==> src/rtl/uart_display_tx.sv <==
// uart_display_tx: snapshots the 40-bit display word and sends it as one UART 8N1 packet.
// Optional checksum byte enabled by defining UART_DISPLAY_CHECKSUM_EN.
`default_nettype none

module uart_display_tx #(
    parameter int         CLK_HZ    = 27000000,
    parameter int         BAUD      = 115200,
    parameter logic [7:0] SYNC_BYTE = 8'hA5
) (
    input  logic        clk,
    input  logic        rst,
    input  logic [39:0] frame_in,
    input  logic        send_req,
    output logic        busy,
    output logic        frame_done,
    output logic        uart_tx
);

    localparam int CLKS_PER_BIT = CLK_HZ / BAUD;
    localparam int CNT_W        = (CLKS_PER_BIT > 2) ? $clog2(CLKS_PER_BIT) : 1;
    localparam logic [CNT_W-1:0] BAUD_LAST = CNT_W'(CLKS_PER_BIT - 1);

`ifdef UART_DISPLAY_CHECKSUM_EN
    localparam logic [2:0] LAST_BYTE = 3'd6;
`else
    localparam logic [2:0] LAST_BYTE = 3'd5;
`endif

    typedef enum logic [2:0] {
        IDLE  = 3'd0,
        START = 3'd1,
        DATA  = 3'd2,
        STOP  = 3'd3,
        DONE  = 3'd4
    } state_t;

    state_t           state;
    logic [39:0]      frame_reg;
    logic [CNT_W-1:0] baud_cnt;
    logic [2:0]       bit_cnt;
    logic [2:0]       byte_idx;
    logic             pending;
    logic [7:0]       cur_byte;
    logic [2:0]       next_bit;
    logic             bit_end;

    assign bit_end  = (baud_cnt == BAUD_LAST);
    assign next_bit = bit_cnt + 3'd1;

`ifdef UART_DISPLAY_CHECKSUM_EN
    logic [7:0] checksum;
    assign checksum = frame_reg[39:32] ^ frame_reg[31:24] ^ frame_reg[23:16]
                    ^ frame_reg[15:8]  ^ frame_reg[7:0];
`endif

    // Byte on the wire is selected from the latched snapshot, so frame_in may change freely.
    always_comb begin
        cur_byte = SYNC_BYTE;
        case (byte_idx)
            3'd1:    cur_byte = frame_reg[39:32];
            3'd2:    cur_byte = frame_reg[31:24];
            3'd3:    cur_byte = frame_reg[23:16];
            3'd4:    cur_byte = frame_reg[15:8];
            3'd5:    cur_byte = frame_reg[7:0];
`ifdef UART_DISPLAY_CHECKSUM_EN
            3'd6:    cur_byte = checksum;
`endif
            default: cur_byte = SYNC_BYTE;
        endcase
    end

    always_ff @(posedge clk or posedge rst) begin
        if (rst) begin
            state      <= IDLE;
            frame_reg  <= '0;
            baud_cnt   <= '0;
            bit_cnt    <= '0;
            byte_idx   <= '0;
            pending    <= 1'b0;
            busy       <= 1'b0;
            frame_done <= 1'b0;
            uart_tx    <= 1'b1;
        end else begin
            frame_done <= 1'b0;
            if (send_req && (state == START || state == DATA || state == STOP)) begin
                pending <= 1'b1;
            end
            case (state)
                IDLE: begin
                    if (send_req) begin
                        frame_reg <= frame_in;
                        state     <= START;
                        busy      <= 1'b1;
                        uart_tx   <= 1'b0;
                        baud_cnt  <= '0;
                        bit_cnt   <= '0;
                        byte_idx  <= '0;
                    end
                end
                START: begin
                    if (bit_end) begin
                        baud_cnt <= '0;
                        bit_cnt  <= '0;
                        uart_tx  <= cur_byte[0];
                        state    <= DATA;
                    end else begin
                        baud_cnt <= baud_cnt + CNT_W'(1);
                    end
                end
                DATA: begin
                    if (bit_end) begin
                        baud_cnt <= '0;
                        if (bit_cnt == 3'd7) begin
                            uart_tx <= 1'b1;
                            state   <= STOP;
                        end else begin
                            bit_cnt <= next_bit;
                            uart_tx <= cur_byte[next_bit];
                        end
                    end else begin
                        baud_cnt <= baud_cnt + CNT_W'(1);
                    end
                end
                STOP: begin
                    if (bit_end) begin
                        baud_cnt <= '0;
                        if (byte_idx == LAST_BYTE) begin
                            state      <= DONE;
                            frame_done <= 1'b1;
                            // A request seen on this very edge still counts as pending.
                            busy       <= pending | send_req;
                        end else begin
                            byte_idx <= byte_idx + 3'd1;
                            uart_tx  <= 1'b0;
                            state    <= START;
                        end
                    end else begin
                        baud_cnt <= baud_cnt + CNT_W'(1);
                    end
                end
                DONE: begin
                    if (pending || send_req) begin
                        pending   <= 1'b0;
                        frame_reg <= frame_in;
                        state     <= START;
                        busy      <= 1'b1;
                        uart_tx   <= 1'b0;
                        baud_cnt  <= '0;
                        bit_cnt   <= '0;
                        byte_idx  <= '0;
                    end else begin
                        busy  <= 1'b0;
                        state <= IDLE;
                    end
                end
                default: state <= IDLE;
            endcase
        end
    end

endmodule

`default_nettype wire

==> config.mk <==
export PLATFORM = sky130hd
export DESIGN_NAME = uart_display_tx
export DESIGN_NICKNAME = d
export VERILOG_FILES = /design/src/rtl/uart_display_tx.sv
export SDC_FILE = /design/constraint.sdc
export NUM_CORES = 1
export LEC_CHECK = 0
export BUFFER_PORTS_ARGS = -buffer_cell sky130_fd_sc_hd__buf_4
export CAP_MARGIN = 20
export CORE_ASPECT_RATIO = 0.8
export CORE_MARGIN = 5
export CORE_UTILIZATION = 60
export DETAILED_ROUTE_END_ITERATION = 12
export GPL_TIMING_DRIVEN = 0
export PLACE_DENSITY = 0.82
export RECOVER_POWER = 100
export SETUP_SLACK_MARGIN = 0.3
export SKIP_LAST_GASP = 1
export SLEW_MARGIN = 10
export SYNTH_ARGS = -nofsm -noshare
export SYNTH_HDL_FRONTEND = slang
export SYNTH_SLANG_ARGS = --single-unit
==> constraint.sdc <==
create_clock -name clk -period 3 [get_ports clk]
set_input_delay 0.6 -clock clk [delete_from_list [all_inputs] [get_ports clk]]
set_output_delay 0.6 -clock clk [all_outputs]
set_load 0.01 [all_outputs]
Word level (Yosys, flattened, before mapping). Cells that the tools add are included.

Flip-flop bits (word level): 61. Bits in latches: 0. Bits in writable memories: 0. ROM bits: 0. Bits of input ports: 43. Output and inout port bits: 3. Logic and storage cells: 98. Memories: 0.

Add/sub/neg operators: 3. Multiply operators: 0. Divide/modulo/power cells: 0. $lt $le $gt $ge: 1. Equal/unequal tests: 20. Shift-type cells: 0. Muxes and demuxes: 46. Bitwise operators: 1. Reductions and logical operators: 18.

Operator list (count): 40-bit 2-to-1 mux (2); 40-bit one-hot mux with 2 select lines (1); 8-bit one-hot mux with 5 select lines (1); 3-bit 2-to-1 mux (13); 8-bit 2-to-1 mux (3); 8-bit one-hot mux with 3 select lines (1); 1-bit 2-to-1 mux (19); 3-bit one-hot mux with 5 select lines (1); 2-bit inequality test (second input constant) (7); 3-bit by 2-bit equality test with 1-bit output (second input constant) (4); 3-bit equality test (second input constant) (4); 3-bit one-hot mux with 4 select lines (1); 5-bit AND reduction (2); 3-bit one-hot mux with 3 select lines (1); 8-bit by 1-bit adder with 8-bit output (second input constant) (1); 8-bit equality test (second input constant) (1); 7-bit AND reduction (1); 3-bit by 1-bit adder with 3-bit output (second input constant) (2); 3-bit by 1-bit equality test with 1-bit output (second input constant) (2); 3-bit AND reduction (2); 6-bit AND reduction (1); 3-bit nonzero test (2); 1-bit one-hot mux with 5 select lines (1); 5-bit nonzero test (1); 12 further kinds (15).

Logic depth before layout (Yosys ltp). Gate-level depths: netlist (run 1).

Depth in word-level cells: 7. Depth in mapped cells: 10. Gate-level depth less buffers: 8.

Worst setup path after synthesis (run 1). OpenSTA, ideal clock, no wires.

Path kind: register -> register. From: register byte_idx[1]. To: register uart_tx. Library setup time: 0.092 ns. Data arrival time: 1.881 ns. Data required time: 2.908 ns. Slack: 1.028 ns. Cell stages (with the launch flop): 11. Path buffers: 2. Cells stage by stage: dfrtp_1 inv_1 ha_1 buf_4 buf_4 a221oi_1 a21oi_1 a211oi_1 a211oi_2 a2bb2o_4 a31oi_2.

Word-level cells in the longest chain between the ends: 7.

RTL lines: from (decl) (RTL line 41) `logic [2:0] byte_idx;`; from (signal assigned) (RTL line 133) `byte_idx <= byte_idx + 3'd1;`; 3-bit equality test, or another cell as far along (RTL line 59, 127); 8-bit one-hot mux with 5 select lines (RTL line 59) `case (byte_idx)`; 1-bit binary-select mux with 3-bit select (RTL line 118) `uart_tx <= cur_byte[next_bit];`; 1-bit 2-to-1 mux (implied by the code) (RTL line 118); 1-bit 2-to-1 mux (RTL line 113) `if (bit_cnt == 3'd7) begin`; 1-bit 2-to-1 mux (RTL line 111) `if (bit_end) begin`; 1-bit one-hot mux with 5 select lines (RTL line 88) `case (state)`; to (signal assigned) (RTL line 104) `uart_tx <= cur_byte[0];`; to (signal assigned) (RTL line 118); to (decl) (RTL line 16) `output logic uart_tx`.

Several ways; a longest one is shown, not always the timed one. The select of a mux whose other input is x is not followed. A chain may end at the register's enable or synchronous reset.

Worst setup path after layout (run 1). Ends and elaborated chain as after synthesis.

==> results.cfg, run 1 <==
[global_route]
grt_pass1_vias = 2733
grt_pass1_wl_um = 13000
grt_overflow_total = 0
grtUsageTotal_pct = 24.4
antenna_found_initial = 0
grt_max_degree = 62

[timing]
worst_pin_slew_ns = 0.738
fin_ws_ns = 0.428
timing.setup.tns_ns = 0
setup_viol = 0
period_needed_ns = 2.57
relSlewSlack_pct = 50.8
rsz0062_at_grt = no
fmax_mhz = 389
fin_crit_sh_pct = 85.7
hold_viol_final = 0
slew_violations = 0
fin_worst_skew_ns = 0.00600

[power]
switchingPower_w = 0.000412
internal_power_w = 0.00129
p_sw_share_pct = 24.2
total_power_w = 0.00170
irDropWorstVdd_v = 0.000473
power_frac_seq_pct = 51.3
clkPwrFrac_pct = 43.0
combPwrFrac_pct = 5.7
static-leakage-power_nw = 1.85
power_density_nw_per_um2 = 455

[clock_network]
path_clk_slew_ns = 0.07
cts_max_level = 3
post_cts_resized = 0
numCtsBuffers = 9
cts_buffer_depth = 2
cts_setup_buffers = 0
clkLatencyLatePin_ns = 0.35
cts_root_buf = clkbuf_8
cts_tree = built
cts_sinks = 61
cts_hold_buffers = 0

[cells_and_area]
num_antenna_cells = 0
final_common_cell = nand2_1
most-common-layout-cells = nand2_1, dfrtp_1, buf_4
drive_above_1_share_pct = 17.8
fin_nets = 479
instances_no_fill = 494
largest_reg_flops = 40
stdcell_area_um2 = 3740
area_delta_synth_final_pct = 18.4

[floorplan]
rows = 23
initial_core_util_pct = 62.5
coreArea_um2 = 5060
die_height_um = 74.9
io_pins = 46
dieArea_um2 = 6830
die_w_um = 91.2

[logic_synthesis]
syn-cell-area_um2 = 3160
syn_nets = 423
synth_cell_types = 49
synth_warnings = 0
synth-seq-area-share_pct = 48.3
synth-async-reset-ratio_pct = 100
synthFlopType = dfrtp_1
avgSynthCellArea_um2 = 8.53
synth_edf_count = 0
synthCells = 371
synth-seq-cells = 61

[worst_setup_path]
required_ns = 3.26
cp_max_fo = 10
critical_path_class = register to register
reg2reg_depth = 10
crit_path_end_kind = register
startpoint_type = register
arrival_ns = 2.83
crit_chain = inv_1 > ha_1 > buf_4 > clkbuf_1 > a221oi_1 > a21oi_1 > a211oi_1 > a211oi_2 > a2bb2o_1 > a31oi_2
max_stage_delay_ns = 0.54
crit_slowest_cell = dfrtp_1

[detailed_routing]
avgViaCountPerCell = 5.59
dr.pass1.iters = 5
wire_per_inst_um = 14.9
drt_iter0_drc = 246
num_vias = 2759
drc_errors = 0
wl_um = 7350
ant_nets = 0

[min_path]
worstHoldPathType = primary input to asynchronous set/reset pin

[flow_run]
maxCapViolations = 0

[placement]
place_congestion = 0.894
dpl_cell_area_um2 = 3580
dp_cells = 478
portBuffers = 45
pre_cts_ws_ns = 0.760
hpwl_um = 5290

[run_status]
status = complete, no violations
## critical path: cells and delay by family (launching register included)
kind / cells / cell delay, ns
fa+ha+maj: 1 / 0.19
compound gates: 6 / 1.22
flops: 1 / 0.54
buf+inv: 3 / 0.53
## final cells by class
type                    instances  area (um2)
well taps                      62        77.6
plain buffers                  20         104
clock buffers                   9         124
inverters                      11        43.8
repair buffers                 45         323
multi-input cells             279        1470
fillers                       393        1320
flip-flops and latches         61        1530
clock inverters                 7        75.1
## cells in the mapped netlist, types with 4 or more instances
master	n	share of area (%)
o2111ai_1	5	1.4
a21oi_1	13	2.1
a211oi_1	4	0.95
dfrtp_1	60	47
nor2_1	15	1.8
ha_1	9	3.6
nand3_1	14	2.2
inv_1	7	0.83
o21ai_0	11	1.7
a221oi_1	5	1.4
nand2b_1	11	2.2
clkbuf_1	6	0.71
buf_2	8	1.3
o21ai_1	9	1.4
nand2_1	147	17
inv_2	4	0.47
## routing by layer
metal | global-route usage [%] | vias up | wire, um
li1 | - | 1348 | -
met1 | 34.0 | 1270 | 3450
met2 | 36.0 | 126 | 3100
met3 | 7.19 | 15 | 665
met4 | 10.6 | 0 | 142
met5 | 0 | - | 0
## worst paths after layout
path	startpoint	to	slack, ns
worst max-delay path	byte_idx[1]	uart_tx	0.43
worst min-delay path	rst	baud_cnt[0]	0.38
worst max register to register	byte_idx[1]	uart_tx	0.43
worst min register to register	frame_reg[35]	frame_reg[35]	0.48
max in group asynchronous	rst	frame_reg[23]	2.14
min in group clk	frame_in[3]	frame_reg[3]	0.43
## power groups by stage
stage	clock network (W)	registers, W	logic, W
CTS	0.000754	0.000872	0.000100
global route	0.000796	0.000875	0.000110
detailed placement	0	0.000887	0.000100
floorplan	0	0.000879	0.0000454
finish	0.000732	0.000873	0.0000967
global placement	0	0.000887	0.0000962
## cell families (layout without fill, tap and decap cells)
logic type / after synthesis / in the layout / synth area share, %
AND/OR/NAND/NOR: 196 / 196 / 26.0
AO/OA/AOI/OAI: 68 / 68 / 15.4
flip-flops: 61 / 61 / 48.3
buffers and inverters: 31 / 92 / 4.86
adder cells (fa/ha/maj): 9 / 9 / 3.56
XOR/XNOR: 3 / 3 / 0.831
multiplexers: 3 / 3 / 1.03
## per-stage QoR
stage | utilization (%) | hold WS, ns
4_1_cts | 74.6 | 0.397
3_3_place_gp | 70.7 | 0.456
2_1_floorplan | - | 0.437
6_report | 73.9 | 0.384
5_1_grt | 73.9 | 0.417
3_5_place_dp | 70.7 | 0.459
No activity file was read; power rests on OpenSTA's default activity.
==> run 2: changes to the inputs <==
Settings changed: CELL_PAD_IN_SITES_DETAIL_PLACEMENT set to 0, CELL_PAD_IN_SITES_GLOBAL_PLACEMENT set to 1, CORE_UTILIZATION 60 to 48, CTS_BUF_LIST set to sky130_fd_sc_hd__clkbuf_8, PLACE_DENSITY 0.82 to 0.87.
==> run 2 against run 1 <==
Against the previous run:
- cell count up 4.5%
- setup slack better by 0.091 ns
- critical path depth unchanged
- worst hold slack better by 0.053 ns
- design area up 0.84%
- sequential power about the same
- clock-buffer cell count up 1
- largest cell class unchanged
- register-to-register slack better by 0.09 ns
- maximum frequency up 3.7%
- clock power up 2%
- critical path type unchanged
- die area up 22%
- critical endpoint unchanged
- utilization down 15 points
==> results.cfg, run 2 (synthesis results as in run 1) <==
[cells_and_area]
fillCellCount = 596
largest_reg_flops = 40
drive_above_1_share_pct = 17.8
area_delta_synth_final_pct = 19.3
fin_nets = 479
final_common_cell = nand2_1
most-common-layout-cells = nand2_1, dfrtp_1, buf_4
num_antenna_cells = 0

[floorplan]
die_height_um = 82.6
initial_core_util_pct = 49.4
rows = 26
coreArea_um2 = 6410
dieArea_um2 = 8320
io_pins = 46
die_w_um = 101

[clock_network]
path_clk_slew_ns = 0.07
clkLatencyLatePin_ns = 0.34
cts_buffer_depth = 2
numCtsBuffers = 9
post_cts_resized = 0
cts_max_level = 3
cts_tree = built
cts_sinks = 61
cts_setup_buffers = 0
cts_hold_buffers = 0
cts_root_buf = clkbuf_8

[global_route]
grtUsageTotal_pct = 19.1
antenna_found_initial = 0
grt_pass1_vias = 2516
grt_pass1_wl_um = 12300
grt_max_degree = 62
grt_overflow_total = 0

[power]
p_sw_share_pct = 23.5
power_density_nw_per_um2 = 453
power_frac_seq_pct = 50.9
switchingPower_w = 0.000402
internal_power_w = 0.00131
total_power_w = 0.00171
combPwrFrac_pct = 5.7
static-leakage-power_nw = 1.87
clkPwrFrac_pct = 43.5
irDropWorstVdd_v = 0.000244

[detailed_routing]
ant_nets = 0
dr.pass1.iters = 4
drt_iter0_drc = 118
num_vias = 2646
drc_errors = 0
wire_per_inst_um = 14.5
avgViaCountPerCell = 5.13
wl_um = 7460

[flow_run]
maxCapViolations = 0

[timing]
fmax_mhz = 403
hold_viol_final = 0
setup_viol = 0
fin_crit_sh_pct = 82.7
rsz0062_at_grt = no
fin_worst_skew_ns = 0.0101
period_needed_ns = 2.48
slew_violations = 0
worst_pin_slew_ns = 1.30
timing.setup.tns_ns = 0
relSlewSlack_pct = 13.3

[worst_setup_path]
startpoint_type = register
cp_max_fo = 10
required_ns = 3.27
critical_path_class = register to register
crit_path_end_kind = register
crit_slowest_cell = dfrtp_1
cp_top_family = compound AO/OA/AOI/OAI gates
path_buf_inv = 3
arrival_ns = 2.75
max_stage_delay_ns = 0.48
crit_chain = inv_1 > ha_1 > buf_4 > clkbuf_1 > a22oi_1 > a21oi_1 > a211oi_1 > a211oi_2 > a2bb2o_1 > a31oi_2

[run_status]
status = complete, no violations

[placement]
hpwl_um = 5360
place_congestion = 0.813
portBuffers = 45

[min_path]
worstHoldPathType = primary input to register
==> run 2: changes by cell type in the layout (fill, tap and decap cells not counted) <==
cell / before / now
inv_1: 6 / 7
inv_2: 3 / 4
inv_6: 1 / 0
clkbuf_1: 15 / 14
clkbuf_8: 9 / 10
clkbuf_4: 0 / 1
clkinvlp_4: 3 / 1
inv_4: 1 / 0
clkinv_4: 1 / 2
==> run 2: power groups by stage <==
stage               Clock, W  Combinational, W  Sequential (W)
floorplan                  0         0.0000454        0.000879
detailed placement         0          0.000101        0.000886
global placement           0         0.0000975        0.000886
global route        0.000798          0.000110        0.000873
finish              0.000744         0.0000971        0.000870
CTS                 0.000756          0.000101        0.000870
==> run 2: routing by layer <==
layer  vias up  GRT usage, %  share of wire [%]
met5         -             0                  0
met4         0          4.98                1.4
met3         9          5.71                5.4
met2        63          26.7                 41
met1      1227          28.6                 52
li1       1347             -                  -
==> run 2: path summary, 6_finish.rpt <==
path                                   start       endpoint  slack (ns)  depth (start not counted)
worst max-delay path             byte_idx[1]        uart_tx        0.52                         10
max in group asynchronous                rst   frame_reg[7]        1.58                          2
min in group asynchronous                rst    baud_cnt[1]        0.63                          2
worst max register to register   byte_idx[1]        uart_tx        0.52                         10
worst min register to register  frame_reg[3]   frame_reg[3]        0.48                          2
worst min-delay path            frame_in[35]  frame_reg[35]        0.44                          3
==> run 2: layout make-up <==
type                            instances  area [um2]  area share [%]
Sequential cell                        61        1530            40.5
Tap cell                               84         105            2.78
Timing Repair Buffer                   45         327            8.65
Buffer                                 20         104            2.75
Clock buffer                           10         138            3.65
Inverter                               11        41.3            1.09
Clock inverter                          6        63.8            1.69
Multi-Input combinational cell        279        1470            38.9
==> run 2: worst register-to-register path, delay by kind of cell (launching register included) <==
kind                     cells  cell delay [ns]
buffers and inverters        3             0.71
flip-flops                   1             0.48
adder cells (fa/ha/maj)      1             0.14
AO/OA/AOI/OAI                6             1.09
==> run 2: stage by stage <==
stage,std cells,instance area [um2],utilization (%),hold WS (ns),setup WS [ns]
3_3_place_gp,500,3610,56.3,0.459,0.0762
2_1_floorplan,371,3160,-,0.437,0.889
6_report,516,3770,58.9,0.437,0.519
3_5_place_dp,500,3610,56.3,0.461,0.771
5_1_grt,516,3770,58.9,0.421,0.341
4_1_cts,516,3810,59.4,0.423,0.757
==> run 3: changes to the inputs <==
Settings changed: CORE_UTILIZATION 48 to 44, PLACE_DENSITY 0.87 to 0.8.
Clock period 3 ns to 2.49 ns, I/O delays scaled along.
==> run 3 against run 2 <==
Against the previous run:
- cell count grew 1.2%
- largest cell class unchanged
- clock skew fell by 0.00062 ns
- die area is 8.1% higher
==> results.cfg, run 3 (synthesis results as in run 1) <==
[clock_network]
clkLatencyLatePin_ns = 0.34
cts_root_buf = clkbuf_8
cts_buffer_depth = 2
cts_tree = built
cts_sinks = 61
path_clk_slew_ns = 0.07
numCtsBuffers = 9
cts_max_level = 3

[worst_setup_path]
crit_path_end_kind = register
critical_path_class = register to register
cp_max_fo = 8
arrival_ns = 2.42
required_ns = 2.76
reg2reg_depth = 9
ff2ff_setup_slack_ns = 0.33
r2r_start = byte_idx[2]
startpoint_type = register
rr_endpoint = uart_tx

[detailed_routing]
dr.pass1.iters = 4
num_vias = 2634
ant_nets = 0
wire_per_inst_um = 14.4
wl_um = 7500
avgViaCountPerCell = 5.05
drt_iter0_drc = 191
drc_errors = 0

[placement]
hpwl_um = 5310
dpl_cell_area_um2 = 3610
place_congestion = 0.877
portBuffers = 45
pre_cts_ws_ns = 0.228

[timing]
fin_ws_ns = 0.332
rsz0062_at_grt = no
relSlewSlack_pct = 15.3
timing.setup.tns_ns = 0
fin_worst_skew_ns = 0.00948
fin_crit_sh_pct = 86.7
setup_viol = 0
period_needed_ns = 2.16
hold_viol_final = 0
worst_pin_slew_ns = 1.27
slew_violations = 0
fmax_mhz = 463

[floorplan]
die_height_um = 85.8
initial_core_util_pct = 45.7
rows = 27
dieArea_um2 = 9000
coreArea_um2 = 6930
die_w_um = 105
io_pins = 46

[cells_and_area]
fin_nets = 482
most-common-layout-cells = nand2_1, dfrtp_1, buf_4
stdcell_area_um2 = 3860
largest_reg_flops = 40
drive_above_1_share_pct = 19.8
final_common_cell = nand2_1
area_delta_synth_final_pct = 22.2
utilization_pct = 55.8
num_antenna_cells = 0

[global_route]
grtUsageTotal_pct = 18.1
antenna_found_initial = 0
grt_pass1_vias = 2708
grt_overflow_total = 0
grt_pass1_wl_um = 13100
grt_max_degree = 62

[run_status]
status = complete, no violations

[min_path]
min_delay_path_depth = 3
worstHoldPathType = primary input to register
min_to = frame_reg[17]
min_from = frame_in[17]

[power]
static-leakage-power_nw = 1.91
power_density_nw_per_um2 = 559
irDropWorstVdd_v = 0.000384

[flow_run]
maxCapViolations = 0
[run 3: where the power goes]
| group | internal, W | total [W] | switching [W] |
|---|---|---|---|
| Clock | 0.000611 | 0.000993 | 0.000382 |
| Combinational | 0.0000645 | 0.000118 | 0.0000539 |
| Sequential | 0.00103 | 0.00105 | 0.0000235 |
[run 3: final cells by class]
type	instances	area [um2]
Inverter	11	41.3
Clock inverter	5	73.8
Timing Repair Buffer	48	353
Buffer	20	108
Clock buffer	11	151
Fill cell	630	3060
Tap cell	87	109
Sequential cell	61	1530
Multi-Input combinational cell	279	1500
[run 3: routing by layer]
layer	global-route usage, %	share of wire (%)	vias to the layer above
met5	0	0	-
met4	3.83	0.40	0
met3	5.27	3.8	2
met2	28.9	47	49
li1	-	-	1352
met1	24.6	49	1231
[run 3: worst max path at each step]
stage,from,to,cells past startpoint
after CTS,byte_idx[1],uart_tx,10
after global placement,rst,state[1],2
after global routing,state[1],baud_cnt[4],7
after detailed placement,byte_idx[1],uart_tx,10
after floorplan,rst,baud_cnt[0],1
final,byte_idx[2],uart_tx,9
[run 3: critical path, cell delays in order (launching register included)]
cell,delay (ns)
dfrtp_1,0.37
buf_6,0.14
inv_1,0.09
ha_1,0.16
clkbuf_1,0.31
nand2_1,0.10
o211a_1,0.17
a2111oi_4,0.39
a2bb2o_4,0.26
a31oi_2,0.12
[run 3: what timing repair did]
action                     CTS  global route
setup endpoints to repair    5             1
hold buffers                 0             0
pin swaps                    0             3
resized for setup            2             2
setup buffers                0             3
[run 3: stage by stage]
stage | instances | hold slack, ns | power, W
2_1_floorplan | 371 | 0.437 | 0.00111
3_3_place_gp | 503 | 0.456 | 0.00119
3_5_place_dp | 503 | 0.461 | 0.00119
4_1_cts | 519 | 0.331 | 0.00219
5_1_grt | 522 | 0.333 | 0.00227
6_report | 522 | 0.346 | 0.00216
